### src/rtl/issue_scoreboard_pkg.sv
// Shared constants and types for the dual-lane issue scoreboard.
package issue_scoreboard_pkg;

    localparam int DEFAULT_NREGS = 32;
    localparam int DEFAULT_CNT_W = 32;
    localparam int REG_AW        = 5;

    typedef logic [REG_AW-1:0] reg_addr_t;

    // x0 is hardwired zero, so it never participates in a dependency.
    function automatic logic is_real_reg(reg_addr_t addr);
        return addr != '0;
    endfunction

endpackage

### src/rtl/issue_scoreboard_if.sv
// Decode-side issue request, writeback and status bundle for the scoreboard.
interface issue_scoreboard_if #(
    parameter int NREGS = issue_scoreboard_pkg::DEFAULT_NREGS,
    parameter int CNT_W = issue_scoreboard_pkg::DEFAULT_CNT_W
);
    import issue_scoreboard_pkg::*;

    logic             A_valid_i;
    reg_addr_t        A_rs1_addr_i;
    reg_addr_t        A_rs2_addr_i;
    logic             A_rs1_used_i;
    logic             A_rs2_used_i;
    reg_addr_t        A_rd_addr_i;
    logic             A_rd_write_i;

    logic             B_valid_i;
    reg_addr_t        B_rs1_addr_i;
    reg_addr_t        B_rs2_addr_i;
    logic             B_rs1_used_i;
    logic             B_rs2_used_i;
    reg_addr_t        B_rd_addr_i;
    logic             B_rd_write_i;

    logic             A_wb_valid_i;
    reg_addr_t        A_wb_addr_i;
    logic             B_wb_valid_i;
    reg_addr_t        B_wb_addr_i;
    logic             flush_i;

    logic             A_issue_o;
    logic             B_issue_o;
    logic             stall_o;
    logic [NREGS-1:0] busy_o;
    logic [CNT_W-1:0] stall_cnt_o;

    modport master (
        output A_valid_i, A_rs1_addr_i, A_rs2_addr_i, A_rs1_used_i, A_rs2_used_i,
               A_rd_addr_i, A_rd_write_i,
        output B_valid_i, B_rs1_addr_i, B_rs2_addr_i, B_rs1_used_i, B_rs2_used_i,
               B_rd_addr_i, B_rd_write_i,
        output A_wb_valid_i, A_wb_addr_i, B_wb_valid_i, B_wb_addr_i, flush_i,
        input  A_issue_o, B_issue_o, stall_o, busy_o, stall_cnt_o
    );

    modport slave (
        input  A_valid_i, A_rs1_addr_i, A_rs2_addr_i, A_rs1_used_i, A_rs2_used_i,
               A_rd_addr_i, A_rd_write_i,
        input  B_valid_i, B_rs1_addr_i, B_rs2_addr_i, B_rs1_used_i, B_rs2_used_i,
               B_rd_addr_i, B_rd_write_i,
        input  A_wb_valid_i, A_wb_addr_i, B_wb_valid_i, B_wb_addr_i, flush_i,
        output A_issue_o, B_issue_o, stall_o, busy_o, stall_cnt_o
    );

endinterface

### src/rtl/issue_scoreboard_lane_hazard_check.sv
// Per-lane RAW/WAW check of one instruction's operands against the busy vector.
module issue_scoreboard_lane_hazard_check
    import issue_scoreboard_pkg::*;
#(
    parameter int NREGS = DEFAULT_NREGS
) (
    input  logic [NREGS-1:0] busy,
    input  reg_addr_t        rs1_addr,
    input  reg_addr_t        rs2_addr,
    input  logic             rs1_used,
    input  logic             rs2_used,
    input  reg_addr_t        rd_addr,
    input  logic             rd_write,
    output logic             hazard
);

    always_comb begin
        hazard = 1'b0;
        if (rs1_used && is_real_reg(rs1_addr) && busy[rs1_addr]) begin
            hazard = 1'b1;
        end
        if (rs2_used && is_real_reg(rs2_addr) && busy[rs2_addr]) begin
            hazard = 1'b1;
        end
        if (rd_write && is_real_reg(rd_addr) && busy[rd_addr]) begin
            hazard = 1'b1;
        end
    end

endmodule

### src/rtl/issue_scoreboard.sv
// Dual-lane register scoreboard: grants in-order pair issue and tracks busy destinations.
module issue_scoreboard
    import issue_scoreboard_pkg::*;
#(
    parameter int NREGS = DEFAULT_NREGS,
    parameter int CNT_W = DEFAULT_CNT_W
) (
    input  logic              clock_i,
    input  logic              reset_i,
    issue_scoreboard_if.slave sb
);

    logic [NREGS-1:0] busy_q;
    logic [NREGS-1:0] busy_d;
    logic [NREGS-1:0] set_mask;
    logic [NREGS-1:0] clr_mask;
    logic [CNT_W-1:0] stall_cnt_q;

    logic a_hazard;
    logic b_hazard;
    logic pair_hazard;
    logic a_issue;
    logic b_issue;
    logic stall;

    issue_scoreboard_lane_hazard_check #(.NREGS(NREGS)) u_a_check (
        .busy     (busy_q),
        .rs1_addr (sb.A_rs1_addr_i),
        .rs2_addr (sb.A_rs2_addr_i),
        .rs1_used (sb.A_rs1_used_i),
        .rs2_used (sb.A_rs2_used_i),
        .rd_addr  (sb.A_rd_addr_i),
        .rd_write (sb.A_rd_write_i),
        .hazard   (a_hazard)
    );

    issue_scoreboard_lane_hazard_check #(.NREGS(NREGS)) u_b_check (
        .busy     (busy_q),
        .rs1_addr (sb.B_rs1_addr_i),
        .rs2_addr (sb.B_rs2_addr_i),
        .rs1_used (sb.B_rs1_used_i),
        .rs2_used (sb.B_rs2_used_i),
        .rd_addr  (sb.B_rd_addr_i),
        .rd_write (sb.B_rd_write_i),
        .hazard   (b_hazard)
    );

    // Lane B is younger: it may not consume or overwrite lane A's result in the same cycle.
    always_comb begin
        pair_hazard = 1'b0;
        if (sb.A_rd_write_i && is_real_reg(sb.A_rd_addr_i)) begin
            if ((sb.B_rs1_used_i && sb.B_rs1_addr_i == sb.A_rd_addr_i) ||
                (sb.B_rs2_used_i && sb.B_rs2_addr_i == sb.A_rd_addr_i) ||
                (sb.B_rd_write_i && sb.B_rd_addr_i == sb.A_rd_addr_i)) begin
                pair_hazard = 1'b1;
            end
        end
    end

    always_comb begin
        a_issue = sb.A_valid_i && !sb.flush_i && !reset_i && !a_hazard;
        b_issue = sb.B_valid_i && a_issue && !b_hazard && !pair_hazard;
        stall   = sb.A_valid_i && !a_issue && !reset_i;
    end

    // Clears are applied before sets so a new writer survives a same-cycle retire.
    always_comb begin
        clr_mask = '0;
        set_mask = '0;
        if (sb.A_wb_valid_i) begin
            clr_mask[sb.A_wb_addr_i] = 1'b1;
        end
        if (sb.B_wb_valid_i) begin
            clr_mask[sb.B_wb_addr_i] = 1'b1;
        end
        if (a_issue && sb.A_rd_write_i) begin
            set_mask[sb.A_rd_addr_i] = 1'b1;
        end
        if (b_issue && sb.B_rd_write_i) begin
            set_mask[sb.B_rd_addr_i] = 1'b1;
        end
        busy_d    = (busy_q & ~clr_mask) | set_mask;
        busy_d[0] = 1'b0;
    end

    always_ff @(posedge clock_i) begin
        if (reset_i || sb.flush_i) begin
            busy_q <= '0;
        end else begin
            busy_q <= busy_d;
        end
    end

    // Flush keeps the stall count; only reset clears it.
    always_ff @(posedge clock_i) begin
        if (reset_i) begin
            stall_cnt_q <= '0;
        end else if (stall && stall_cnt_q != '1) begin
            stall_cnt_q <= stall_cnt_q + CNT_W'(1);
        end
    end

    assign sb.A_issue_o   = a_issue;
    assign sb.B_issue_o   = b_issue;
    assign sb.stall_o     = stall;
    assign sb.busy_o      = busy_q;
    assign sb.stall_cnt_o = stall_cnt_q;

endmodule

### src/flat_wrapper.sv
// flat-port wrapper written by rule: the top's interface ports become plain ports
module issue_scoreboard_flat import issue_scoreboard_pkg::*;
#(
    parameter int NREGS = DEFAULT_NREGS,
    parameter int CNT_W = DEFAULT_CNT_W
)
  (clock_i, reset_i, sb_A_valid_i, sb_A_rs1_addr_i, sb_A_rs2_addr_i, sb_A_rs1_used_i, sb_A_rs2_used_i, sb_A_rd_addr_i, sb_A_rd_write_i, sb_B_valid_i, sb_B_rs1_addr_i, sb_B_rs2_addr_i, sb_B_rs1_used_i, sb_B_rs2_used_i, sb_B_rd_addr_i, sb_B_rd_write_i, sb_A_wb_valid_i, sb_A_wb_addr_i, sb_B_wb_valid_i, sb_B_wb_addr_i, sb_flush_i, sb_A_issue_o, sb_B_issue_o, sb_stall_o, sb_busy_o, sb_stall_cnt_o);
  issue_scoreboard_if #(.NREGS(NREGS), .CNT_W(CNT_W)) sb_i ();
  input  logic clock_i;
  input  logic reset_i;
  input wire logic [$bits(sb_i.A_valid_i)-1:0] sb_A_valid_i;
  input wire logic [$bits(sb_i.A_rs1_addr_i)-1:0] sb_A_rs1_addr_i;
  input wire logic [$bits(sb_i.A_rs2_addr_i)-1:0] sb_A_rs2_addr_i;
  input wire logic [$bits(sb_i.A_rs1_used_i)-1:0] sb_A_rs1_used_i;
  input wire logic [$bits(sb_i.A_rs2_used_i)-1:0] sb_A_rs2_used_i;
  input wire logic [$bits(sb_i.A_rd_addr_i)-1:0] sb_A_rd_addr_i;
  input wire logic [$bits(sb_i.A_rd_write_i)-1:0] sb_A_rd_write_i;
  input wire logic [$bits(sb_i.B_valid_i)-1:0] sb_B_valid_i;
  input wire logic [$bits(sb_i.B_rs1_addr_i)-1:0] sb_B_rs1_addr_i;
  input wire logic [$bits(sb_i.B_rs2_addr_i)-1:0] sb_B_rs2_addr_i;
  input wire logic [$bits(sb_i.B_rs1_used_i)-1:0] sb_B_rs1_used_i;
  input wire logic [$bits(sb_i.B_rs2_used_i)-1:0] sb_B_rs2_used_i;
  input wire logic [$bits(sb_i.B_rd_addr_i)-1:0] sb_B_rd_addr_i;
  input wire logic [$bits(sb_i.B_rd_write_i)-1:0] sb_B_rd_write_i;
  input wire logic [$bits(sb_i.A_wb_valid_i)-1:0] sb_A_wb_valid_i;
  input wire logic [$bits(sb_i.A_wb_addr_i)-1:0] sb_A_wb_addr_i;
  input wire logic [$bits(sb_i.B_wb_valid_i)-1:0] sb_B_wb_valid_i;
  input wire logic [$bits(sb_i.B_wb_addr_i)-1:0] sb_B_wb_addr_i;
  input wire logic [$bits(sb_i.flush_i)-1:0] sb_flush_i;
  output wire logic [$bits(sb_i.A_issue_o)-1:0] sb_A_issue_o;
  output wire logic [$bits(sb_i.B_issue_o)-1:0] sb_B_issue_o;
  output wire logic [$bits(sb_i.stall_o)-1:0] sb_stall_o;
  output wire logic [$bits(sb_i.busy_o)-1:0] sb_busy_o;
  output wire logic [$bits(sb_i.stall_cnt_o)-1:0] sb_stall_cnt_o;
  assign sb_i.A_valid_i = sb_A_valid_i;
  assign sb_i.A_rs1_addr_i = sb_A_rs1_addr_i;
  assign sb_i.A_rs2_addr_i = sb_A_rs2_addr_i;
  assign sb_i.A_rs1_used_i = sb_A_rs1_used_i;
  assign sb_i.A_rs2_used_i = sb_A_rs2_used_i;
  assign sb_i.A_rd_addr_i = sb_A_rd_addr_i;
  assign sb_i.A_rd_write_i = sb_A_rd_write_i;
  assign sb_i.B_valid_i = sb_B_valid_i;
  assign sb_i.B_rs1_addr_i = sb_B_rs1_addr_i;
  assign sb_i.B_rs2_addr_i = sb_B_rs2_addr_i;
  assign sb_i.B_rs1_used_i = sb_B_rs1_used_i;
  assign sb_i.B_rs2_used_i = sb_B_rs2_used_i;
  assign sb_i.B_rd_addr_i = sb_B_rd_addr_i;
  assign sb_i.B_rd_write_i = sb_B_rd_write_i;
  assign sb_i.A_wb_valid_i = sb_A_wb_valid_i;
  assign sb_i.A_wb_addr_i = sb_A_wb_addr_i;
  assign sb_i.B_wb_valid_i = sb_B_wb_valid_i;
  assign sb_i.B_wb_addr_i = sb_B_wb_addr_i;
  assign sb_i.flush_i = sb_flush_i;
  assign sb_A_issue_o = sb_i.A_issue_o;
  assign sb_B_issue_o = sb_i.B_issue_o;
  assign sb_stall_o = sb_i.stall_o;
  assign sb_busy_o = sb_i.busy_o;
  assign sb_stall_cnt_o = sb_i.stall_cnt_o;
  issue_scoreboard #(.NREGS(NREGS), .CNT_W(CNT_W)) u_core (.clock_i(clock_i), .reset_i(reset_i), .sb(sb_i));
endmodule
### config.mk
export PLATFORM = sky130hd
export DESIGN_NAME = issue_scoreboard_flat
export DESIGN_NICKNAME = d
export VERILOG_FILES = /design/src/rtl/issue_scoreboard_pkg.sv /design/src/rtl/issue_scoreboard_if.sv /design/src/rtl/issue_scoreboard_lane_hazard_check.sv /design/src/rtl/issue_scoreboard.sv /design/src/flat_wrapper.sv
export SDC_FILE = /design/constraint.sdc
export NUM_CORES = 1
export LEC_CHECK = 0
export BUFFER_PORTS_ARGS = -buffer_cell sky130_fd_sc_hd__buf_2
export CORE_MARGIN = 2
export CORE_UTILIZATION = 45
export DETAILED_ROUTE_END_ITERATION = 10
export MAX_ROUTING_LAYER = met4
export PLACE_DENSITY = 0.65
export SLEW_MARGIN = 20
export SYNTH_ARGS = -nofsm -noshare
export SYNTH_HDL_FRONTEND = slang
export SYNTH_SLANG_ARGS = --single-unit
### constraint.sdc
create_clock -name clock_i -period 4.6 [get_ports clock_i]
set_clock_uncertainty 0.15 [all_clocks]
set_input_delay 0.46 -clock clock_i [delete_from_list [all_inputs] [get_ports clock_i]]
set_output_delay 0.46 -clock clock_i [all_outputs]
set_load 0.01 [all_outputs]
==> flow_summary.json, run 1 <==
{
  "maxSlewHeadroom": 0.2772,
  "io_buffers": 118,
  "clk-insertion-delay-late_ps": 320,
  "vdd_drop_max_uv": 172.8,
  "synth_area_per_cell_um2": 8.434,
  "htreeDepth": 3,
  "die_y_um": 115.6,
  "synth-compound-area-share": 0.2259,
  "async_flop_share": 0,
  "worst_setup_path_start_kind": "flip-flop",
  "grt_antenna_before_repair": 0,
  "routedWlPerCell_um": 23.22,
  "dieArea_um2": 13350,
  "grt_max_degree": 63,
  "synth-simple-area-share": 0.2639,
  "fin_setup_tns_ps": 0,
  "synth.area.top_cells": "dfxtp_1, mux4_2, o31ai_1, nand2_1, mux2i_1",
  "grtUsageTotal": 0.3207,
  "drtPass1Iterations": 7,
  "drv_cap": 0,
  "syn-num-nets": 718,
  "synth-xor-area-share": 0.02346,
  "coreArea_um2": 12060,
  "cts-resized-gates": 0,
  "final-setup-viol-count": 0,
  "yosys_register_bits": 63,
  "place.gp.congestion": 0.9878,
  "status": "completed",
  "io-pin-count": 120,
  "synthAdderAreaFrac": 0.002234,
  "rsz0062_at_grt": "no",
  "clkSlewWorstSetupHoldPaths_ps": 50,
  "synthFlopType": "dfxtp_1",
  "final_nets": 796,
  "tritoncts": "built",
  "synth_top_family_by_area": "simple AND/OR/NAND/NOR gates",
  "arrival_ps": 3210,
  "post_cts_buffers": 0,
  "min_period_over_period": 0.8312,
  "cts_max_path_buffers": 2,
  "synth_edf_count": 0,
  "cellPowerDensity_nw_per_um2": 213.6,
  "synth_top_area_frac": 0.2252,
  "cp_slowest_cell": "mux4_1",
  "yosys.area.top_type": "dfxtp_1",
  "rows": 40,
  "max_freq_ghz": 0.2615,
  "num_antenna_cells": 0,
  "synthMuxAreaShare": 0.2029,
  "p_total_uw": 1376,
  "ant_nets": 0,
  "worst_pin_slew_ps": 1082,
  "hold_viol": 0,
  "post-route-util": 0.5341,
  "area_growth_pct": 15.04,
  "postSynthCellCount": 664,
  "synthDistinctLibCells": 65,
  "drv_slew": 0,
  "wl_mm": 21.25,
  "start_util": 0.4643,
  "cp.required_ps": 3990,
  "critPathMaxStageDelay_ps": 560,
  "path_class": "flip-flop to output pin",
  "crit_chain": "mux4_1 > mux4_2 > nor2_1 > or4_4 > nand4_4 > inv_4 > nand3_4 > inv_1 > buf_2",
  "stdcell_area_um2": 6442,
  "vias": 6353,
  "cts-root-buf": "clkbuf_16",
  "holdBufCountCts": 0,
  "gr-total-overflow": 0,
  "ys_seq_area_frac": 0.2252,
  "grt_pass1_vias": 5767,
  "clock-sinks": 63,
  "drive_gt1_frac": 0.2651,
  "period_minus_slack_ps": 3823,
  "drc": 0,
  "die_w_um": 115.6,
  "place_area_um2": 6165,
  "hold_class": "flip-flop to flip-flop",
  "dpl.hpwl_mm": 14.65,
  "first_iter_violations": 726,
  "place_ws_ps": 756.3,
  "fillCellCount": 1150,
  "numCtsBuffers": 9,
  "viasPerCell": 6.943,
  "critPathMaxFanout": 62,
  "netlist_area_um2": 5600,
  "grt_pass1_wl_mm": 31.59,
  "power.leakage_uw": 0.002405,
  "worst_slack_ps": 776.5,
  "cp-end-kind": "output pin",
  "yosys_warnings": 0
}
[per-stage QoR]
| step | hold WS, ps | std cells |
|---|---|---|
| after floorplan | 358.0 | 664 |
| after detailed placement | 350.3 | 899 |
| after CTS | 357.9 | 915 |
| after global placement | 329.6 | 899 |
| final | 356.1 | 915 |
| after global routing | 382.8 | 915 |
[synth_stat cells (5+ instances only)]
| cell type | number |
|---|---|
| dfxtp_1 | 63 |
| nand2_1 | 61 |
| a21oi_1 | 39 |
| o31ai_1 | 33 |
| a31oi_1 | 31 |
| mux4_2 | 31 |
| nand3_1 | 30 |
| nor2_1 | 30 |
| clkbuf_1 | 24 |
| o21ai_0 | 23 |
| mux2i_1 | 22 |
| or4_1 | 19 |
| a221oi_1 | 18 |
| and3_1 | 17 |
| mux2_2 | 17 |
| buf_2 | 14 |
| nor4_1 | 14 |
| nor3b_1 | 12 |
| xor2_1 | 12 |
| nand4_1 | 11 |
| nor3_1 | 11 |
| inv_1 | 10 |
| buf_1 | 9 |
| and3b_1 | 8 |
| a22oi_1 | 7 |
| nand2b_1 | 7 |
| nor2b_1 | 7 |
| o22ai_1 | 7 |
| or3_1 | 7 |
| o41ai_1 | 5 |
[final cells by class]
class                      instances  area (um2)  share of cell area
sequential                        63        1261              0.1958
clock buffer                      13       260.3             0.04040
clock inverter                     3       17.52            0.002719
inverter                          11       43.79            0.006797
timing repair buffer             122       620.6             0.09633
multi-input combinational        535        4029              0.6254
tap                              168       210.2             0.03263
[critical path: cells and delay by family, from the launching register on]
kind          cells  cell delay [ps]
mux               2             1020
buf+inv           3              690
simple gates      4              680
flops             1              480
[where the power goes]
group / switching (uW) / internal [uW] / total [uW]
logic: 132 / 69.4 / 201
registers: 2.63 / 548 / 550
clock network: 232 / 392 / 624
total: 367 / 1010 / 1380
[cell families after synthesis]
kind of cell,Yosys count
simple gates,259
flops,63
buf+inv,66
other cells,1
compound gates,188
mux,71
xor+xnor,15
fa+ha+maj,1
[worst paths after layout]
kind | slack [ps] | start | end | cells past startpoint
setup / recovery | 780 | u_core.sb.busy_o[28] | sb_B_issue_o | 9
hold / removal | 360 | u_core.sb.stall_cnt_o[11] | u_core.sb.stall_cnt_o[11] | 2
setup reg to reg | 980 | u_core.sb.busy_o[28] | u_core.sb.busy_o[23] | 9
hold reg to reg | 360 | u_core.sb.stall_cnt_o[11] | u_core.sb.stall_cnt_o[11] | 2
[layer usage]
metal  vias to the layer above  routed length, um  GRT usage
li1                       2804                  -          -
met1                      3029               8836     0.4213
met2                       429               9327     0.4752
met3                        91               2076    0.06381
met4                         0               1009     0.1494
met5                         -                  0          -
[state kept, by name, summed over array words and instances (netlist names)]
register / flops
u_core.sb.stall_cnt_o: 32
u_core.sb.busy_o: 31
[placed cells by master, fill, tap and decap left out, types with 3 or more instances in the layout]
master / Yosys / final
buf_2: 14 / 118
dfxtp_1: 63 / 63
nand2_1: 61 / 61
a21oi_1: 39 / 39
o31ai_1: 33 / 33
mux4_2: 31 / 31
a31oi_1: 31 / 31
nand3_1: 30 / 30
nor2_1: 30 / 29
o21ai_0: 23 / 23
mux2i_1: 22 / 22
or4_1: 19 / 19
a221oi_1: 18 / 18
and3_1: 17 / 17
mux2_2: 17 / 17
nor4_1: 14 / 14
nor3b_1: 12 / 12
xor2_1: 12 / 12
nor3_1: 11 / 11
nand4_1: 11 / 11
inv_1: 10 / 10
clkbuf_16: 0 / 9
and3b_1: 8 / 8
nand2b_1: 7 / 7
o22ai_1: 7 / 7
nor2b_1: 7 / 7
or3_1: 7 / 7
a22oi_1: 7 / 7
o41ai_1: 5 / 5
a211oi_1: 4 / 4
nor4b_1: 4 / 4
and4_1: 4 / 4
a31o_2: 4 / 4
buf_4: 4 / 4
or2_2: 3 / 3
nand3b_1: 3 / 3
o21a_1: 3 / 3
xnor2_1: 3 / 3
(Power assumes the default switching activity.)
==> run 2, diff against run 1 <==
- ABC_AREA: default -> 1
- PLACE_DENSITY: 0.65 -> 0.66
- clock period: 4.6 -> 3.3 ns (I/O delays scaled with it)
==> flow_summary.json, run 2 <==
{
  "synth.most_common_cell": "nand2_1",
  "drive_gt1_frac": 0.1231,
  "coreArea_um2": 14640,
  "place_area_um2": 7428,
  "worst_slack_ps": 99.04,
  "p_total_uw": 2086,
  "drv_cap": 0,
  "clkSlewWorstSetupHoldPaths_ps": 50,
  "final-setup-viol-count": 0,
  "first_iter_violations": 1456,
  "grt_antenna_before_repair": 0,
  "dieArea_um2": 16100,
  "fin_setup_tns_ps": 0,
  "ys_top_cells_by_count": "nand2_1, inv_1, nor2_1, nand4_1, nand3_1",
  "place.gp.congestion": 1.159,
  "ant_nets": 0,
  "grtUsageTotal": 0.3769,
  "cts-resized-gates": 0,
  "largest_reg_flops": 32,
  "synth_edf_count": 0,
  "yosys_register_bits": 63,
  "drv_slew": 0,
  "grt_pass1_wl_mm": 45.86,
  "multi_input_area_um2": 4641,
  "regArea_um2": 1261,
  "grt_pass1_vias": 8098,
  "vdd_drop_max_uv": 236.5,
  "start_util": 0.4641,
  "clock-sinks": 63,
  "rows": 44,
  "ys_seq_area_frac": 0.1856,
  "synth_top_area_frac": 0.2071,
  "cp_slowest_cell": "dfxtp_1",
  "dpl.hpwl_mm": 22.16,
  "final_nets": 1381,
  "yosys.area.top_type": "nand2_1",
  "cts-root-buf": "clkbuf_16",
  "die_w_um": 126.9,
  "die_y_um": 126.9,
  "cp-end-kind": "output pin",
  "drc": 0,
  "max_freq_ghz": 0.3124,
  "clk-insertion-delay-late_ps": 350,
  "period_minus_slack_ps": 3201,
  "hold_viol": 0,
  "hold_end": "u_core.sb.stall_cnt_o[31]",
  "drtPass1Iterations": 6,
  "hold_depth": 2,
  "place_inst": 1500,
  "wl_mm": 30.34,
  "io-pin-count": 120,
  "post_cts_buffers": 0,
  "holdBufCountCts": 0,
  "ff2ff_path_depth": 11,
  "min_period_over_period": 0.9700,
  "io_buffers": 118,
  "htreeDepth": 3,
  "place_ws_ps": 362.7,
  "cellPowerDensity_nw_per_um2": 270.7,
  "worst_pin_slew_ps": 928.8,
  "critPathMaxFanout": 6,
  "path_class": "flip-flop to output pin",
  "tritoncts": "built",
  "layout.cells.most_common": "nand2_1",
  "crit_chain": "inv_1 > a21oi_1 > o21ai_0 > nand2_1 > a21oi_1 > nand3_1 > inv_1 > nor2_1 > nor2_2 > nor3_1 > buf_2",
  "worst_setup_path_start_kind": "flip-flop",
  "vias": 9302,
  "synth_area_per_cell_um2": 5.450,
  "crit_family": "simple AND/OR/NAND/NOR gates",
  "instances_no_fill": 1517,
  "synthDistinctLibCells": 31,
  "regToRegEndpoint": "u_core.sb.stall_cnt_o[8]",
  "synth.area.top_cells": "nand2_1, dfxtp_1, nand4_1, inv_1, nor2_1",
  "fillCellCount": 1606,
  "netlist_area_um2": 6797,
  "grt_max_degree": 34,
  "regToRegSetupSlack_ps": 560,
  "postSynthCellCount": 1247,
  "hold_class": "flip-flop to flip-flop",
  "viasPerCell": 6.132,
  "maxSlewHeadroom": 0.3760,
  "hold_start": "u_core.sb.stall_cnt_o[31]",
  "status": "completed",
  "yosys_warnings": 0,
  "final_cell_mix": "nand2_1, inv_1, nor2_1, buf_2, nand4_1",
  "worstPathBufferInverterCount": 3,
  "async_flop_share": 0,
  "area_growth_pct": 13.40,
  "numCtsBuffers": 9,
  "cp.required_ps": 2820,
  "power.leakage_uw": 0.003550,
  "cts_max_path_buffers": 2,
  "r2r_start": "u_core.sb.busy_o[19]",
  "gr-total-overflow": 0,
  "syn-num-nets": 1301,
  "synthFlopType": "dfxtp_1",
  "stdcell_area_um2": 7707,
  "critPathMaxStageDelay_ps": 640,
  "arrival_ps": 2720,
  "routedWlPerCell_um": 20.00,
  "rsz0062_at_grt": "no"
}
[run 2: changes by cell type in the layout (fill, tap and decap cells not counted), moves of 18 or more]
cell      previous run  this run
a21oi_1             39        82
a221o_1              0        30
a221oi_1            18         0
a31oi_1             31         0
inv_1               10       143
mux2i_1             22         0
mux4_2              31         0
nand2_1             61       375
nand3_1             30        90
nand4_1             11       100
nor2_1              29       134
nor3_1              11        48
o31ai_1             33         0
or4_1               19         0
[run 2: worst reg2reg max path, stage by stage, from the launching register on]
cell and delay [ps]:
dfxtp_1 640, inv_1 270, a21oi_1 200, o21ai_0 100
nand2_1 90, a21oi_1 60, nand3_1 90, nand3_1 210
nand2_2 190, buf_4 340, nand4_1 170, a21oi_1 170
[run 2: cells by family after synthesis]
| logic type | count (synthesis) | share of synthesized area |
|---|---|---|
| buffers and inverters | 219 | 0.1320 |
| other | 1 | 0.0005518 |
| AOI/OAI and AO/OA | 169 | 0.1511 |
| adders and majority gates | 1 | 0.001841 |
| DFF | 63 | 0.1856 |
| xor gates and xnor gates | 29 | 0.03737 |
| and+or+nand+nor | 765 | 0.4915 |
[run 2: power breakdown]
part           internal, uW  leakage, uW  switching [uW]
Clock                   527     0.000132             380
Combinational           102      0.00291             310
Sequential              763     0.000508            2.98
Total                  1390      0.00355             694
[run 2: layout make-up]
| class | instances | area share |
|---|---|---|
| Clock buffer | 11 | 0.03149 |
| Sequential cell | 63 | 0.1636 |
| Timing Repair Buffer | 136 | 0.09416 |
| Inverter | 152 | 0.07403 |
| Tap cell | 184 | 0.02987 |
| Multi-Input combinational cell | 965 | 0.6021 |
| Antenna cell | 1 | 0.0003247 |
| Clock inverter | 5 | 0.004383 |
[run 2: routing by layer]
| layer | GRT usage | vias to the layer above | part of all wire |
|---|---|---|---|
| li1 | - | 4321 | - |
| met1 | 0.5214 | 4123 | 0.42 |
| met2 | 0.5070 | 720 | 0.39 |
| met3 | 0.09237 | 138 | 0.14 |
| met4 | 0.1855 | 0 | 0.055 |
| met5 | - | - | 0 |
[run 2: worst max path at each step]
stage / startpoint / cells past startpoint / end / slack, ps
floorplan: sb_A_rd_addr_i[2] / 11 / sb_B_issue_o / 1010
global placement: sb_A_rd_addr_i[0] / 11 / sb_B_issue_o / 310
detailed placement: sb_A_rd_addr_i[0] / 11 / sb_B_issue_o / 360
CTS: u_core.sb.busy_o[1] / 11 / sb_stall_o / 170
global route: u_core.sb.busy_o[19] / 11 / sb_stall_o / 110
finish: u_core.sb.busy_o[19] / 11 / sb_stall_o / 100
[run 2: stage by stage]
step                      utilization  hold WS [ps]
after floorplan                     -         344.6
after global placement         0.5073         319.5
after detailed placement       0.5073         343.1
after CTS                      0.5261         350.1
after global routing           0.5261         384.9
final                          0.5263         352.9
==> run 3, diff against run 2 <==
- BUFFER_PORTS_ARGS: -buffer_cell sky130_fd_sc_hd__buf_2 -> default
- DONT_BUFFER_PORTS: default -> 1
- PLACE_DENSITY: 0.66 -> 0.59
==> flow_summary.json, run 3 (same netlist as run 2, synthesis figures left out) <==
{
  "clock-sinks": 63,
  "max_freq_ghz": 0.3227,
  "place_area_um2": 6890,
  "cts-resized-gates": 0,
  "switchingPower_uw": 582.5,
  "wl_mm": 29.95,
  "worst_slack_ps": 201.3,
  "drtPass1Iterations": 7,
  "final_cell_mix": "nand2_1, inv_1, nor2_1, nand4_1, nand3_1",
  "io-pin-count": 120,
  "tritoncts": "built",
  "switching_share": 0.2945,
  "vias": 8612,
  "hold_viol": 0,
  "coreArea_um2": 14640,
  "place_ws_ps": 467.6,
  "die_w_um": 126.9,
  "holdBufCountCts": 1,
  "instances_no_fill": 1404,
  "crit_chain": "inv_1 > a21oi_1 > o21ai_0 > nand2_1 > nand3_1 > nand3_1 > inv_1 > nor2_1 > nor2_2 > buf_4 > nor3_1",
  "grt_pass1_vias": 7551,
  "cts-root-buf": "clkbuf_16",
  "num_antenna_cells": 0,
  "gr-total-overflow": 0,
  "viasPerCell": 6.134,
  "area_growth_pct": 5.762,
  "layout.cells.most_common": "nand2_1",
  "first_iter_violations": 1175,
  "final-setup-viol-count": 0,
  "vdd_drop_max_uv": 245.8,
  "hold_class": "input pin to flip-flop",
  "start_util": 0.4641,
  "path_class": "flip-flop to output pin",
  "cellPowerDensity_nw_per_um2": 275.1,
  "worstPathBufferInverterCount": 3,
  "status": "completed",
  "worst_pin_slew_ps": 1097,
  "power.leakage_uw": 0.003023,
  "critPathMaxStageDelay_ps": 750,
  "pwr-share-comb": 0.156,
  "largest_reg_flops": 32,
  "place.gp.congestion": 1.018,
  "internal_power_uw": 1395,
  "maxSlewHeadroom": 0.2633,
  "stdcell_area_um2": 7188,
  "fin_setup_tns_ps": 0,
  "clkPwrFrac": 0.456,
  "dpl.hpwl_mm": 22.47,
  "cp_slowest_cell": "dfxtp_1",
  "min_period_over_period": 0.9390,
  "die_y_um": 126.9,
  "drv_cap": 0,
  "ant_nets": 0,
  "critPathMaxFanout": 33,
  "htreeDepth": 3,
  "clk-insertion-delay-late_ps": 340,
  "post_cts_buffers": 0,
  "arrival_ps": 2620,
  "grtUsageTotal": 0.3735,
  "cp.required_ps": 2820,
  "multi_input_area_um2": 4643,
  "grt_antenna_before_repair": 0,
  "clkSlewWorstSetupHoldPaths_ps": 60,
  "period_minus_slack_ps": 3099,
  "pwr-share-seq": 0.388,
  "routedWlPerCell_um": 21.33,
  "crit_family": "simple AND/OR/NAND/NOR gates",
  "cp-end-kind": "output pin",
  "drive_gt1_frac": 0.04262,
  "p_total_uw": 1977,
  "numCtsBuffers": 9,
  "grt_pass1_wl_mm": 45.48,
  "cts_max_path_buffers": 2,
  "drv_slew": 0,
  "dieArea_um2": 16100,
  "place_inst": 1387,
  "io_buffers": 0,
  "final_nets": 1269,
  "worst_setup_path_start_kind": "flip-flop",
  "fillCellCount": 1664,
  "rows": 44,
  "drc": 0,
  "regArea_um2": 1261,
  "rsz0062_at_grt": "no",
  "grt_max_degree": 34
}
[run 3: cell types whose count changed in the layout (fill, tap and decap cells not counted)]
cell / before / now
clkbuf_8: 1 / 2
buf_4: 18 / 22
clkinvlp_4: 2 / 1
nor2_2: 4 / 5
clkinv_4: 1 / 0
buf_12: 0 / 2
clkbuf_1: 1 / 2
diode_2: 1 / 0
nor2_1: 134 / 133
buf_2: 118 / 0
[run 3: path summary, 6_finish.rpt]
kind	startpoint	endpoint	slack (ps)	cells after the start
max	u_core.sb.busy_o[23]	sb_stall_o	200	11
min	sb_B_rd_write_i	u_core.sb.busy_o[10]	30	2
max reg2reg	u_core.sb.busy_o[23]	u_core.sb.stall_cnt_o[0]	350	12
min reg2reg	u_core.sb.stall_cnt_o[3]	u_core.sb.stall_cnt_o[3]	400	2
[run 3: worst register-to-register path: stages, from the launching register on]
cell	delay, ps
dfxtp_1	750
inv_1	220
a21oi_1	160
o21ai_0	90
nand2_1	70
nand3_1	60
nand3_1	110
nand3_1	160
nand2_2	320
nand3_2	260
buf_4	300
o21ai_1	150
nor2_1	40
[run 3: cell type report]
type	count	area share
clock buffers	13	0.03621
repair buffers	24	0.02855
well taps	184	0.03203
inverters	152	0.07937
flip-flops and latches	63	0.1755
multi-input cells	965	0.6460
clock inverters	3	0.002437
[run 3: power groups by stage]
| stage | logic [uW] | registers [uW] | clock network (uW) |
|---|---|---|---|
| 5_1_grt | 342 | 767 | 940 |
| 4_1_cts | 301 | 767 | 912 |
| 6_report | 309 | 767 | 902 |
| 3_3_place_gp | 294 | 783 | 0 |
| 2_1_floorplan | 271 | 783 | 0 |
| 3_5_place_dp | 292 | 784 | 0 |
[run 3: metal layers]
metal	GRT usage	wire length (um)	vias to the layer above
met3	0.09658	3685	84
met1	0.4966	12220	3892
met2	0.5430	12730	549
met5	-	0	-
met4	0.1435	1313	0
li1	-	-	4087
[run 3: stage by stage]
stage,util,hold slack [ps]
after CTS,0.4909,21.04
after floorplan,-,344.6
final,0.4909,29.64
after detailed placement,0.4705,254.0
after global routing,0.4909,39.87
after global placement,0.4705,251.5
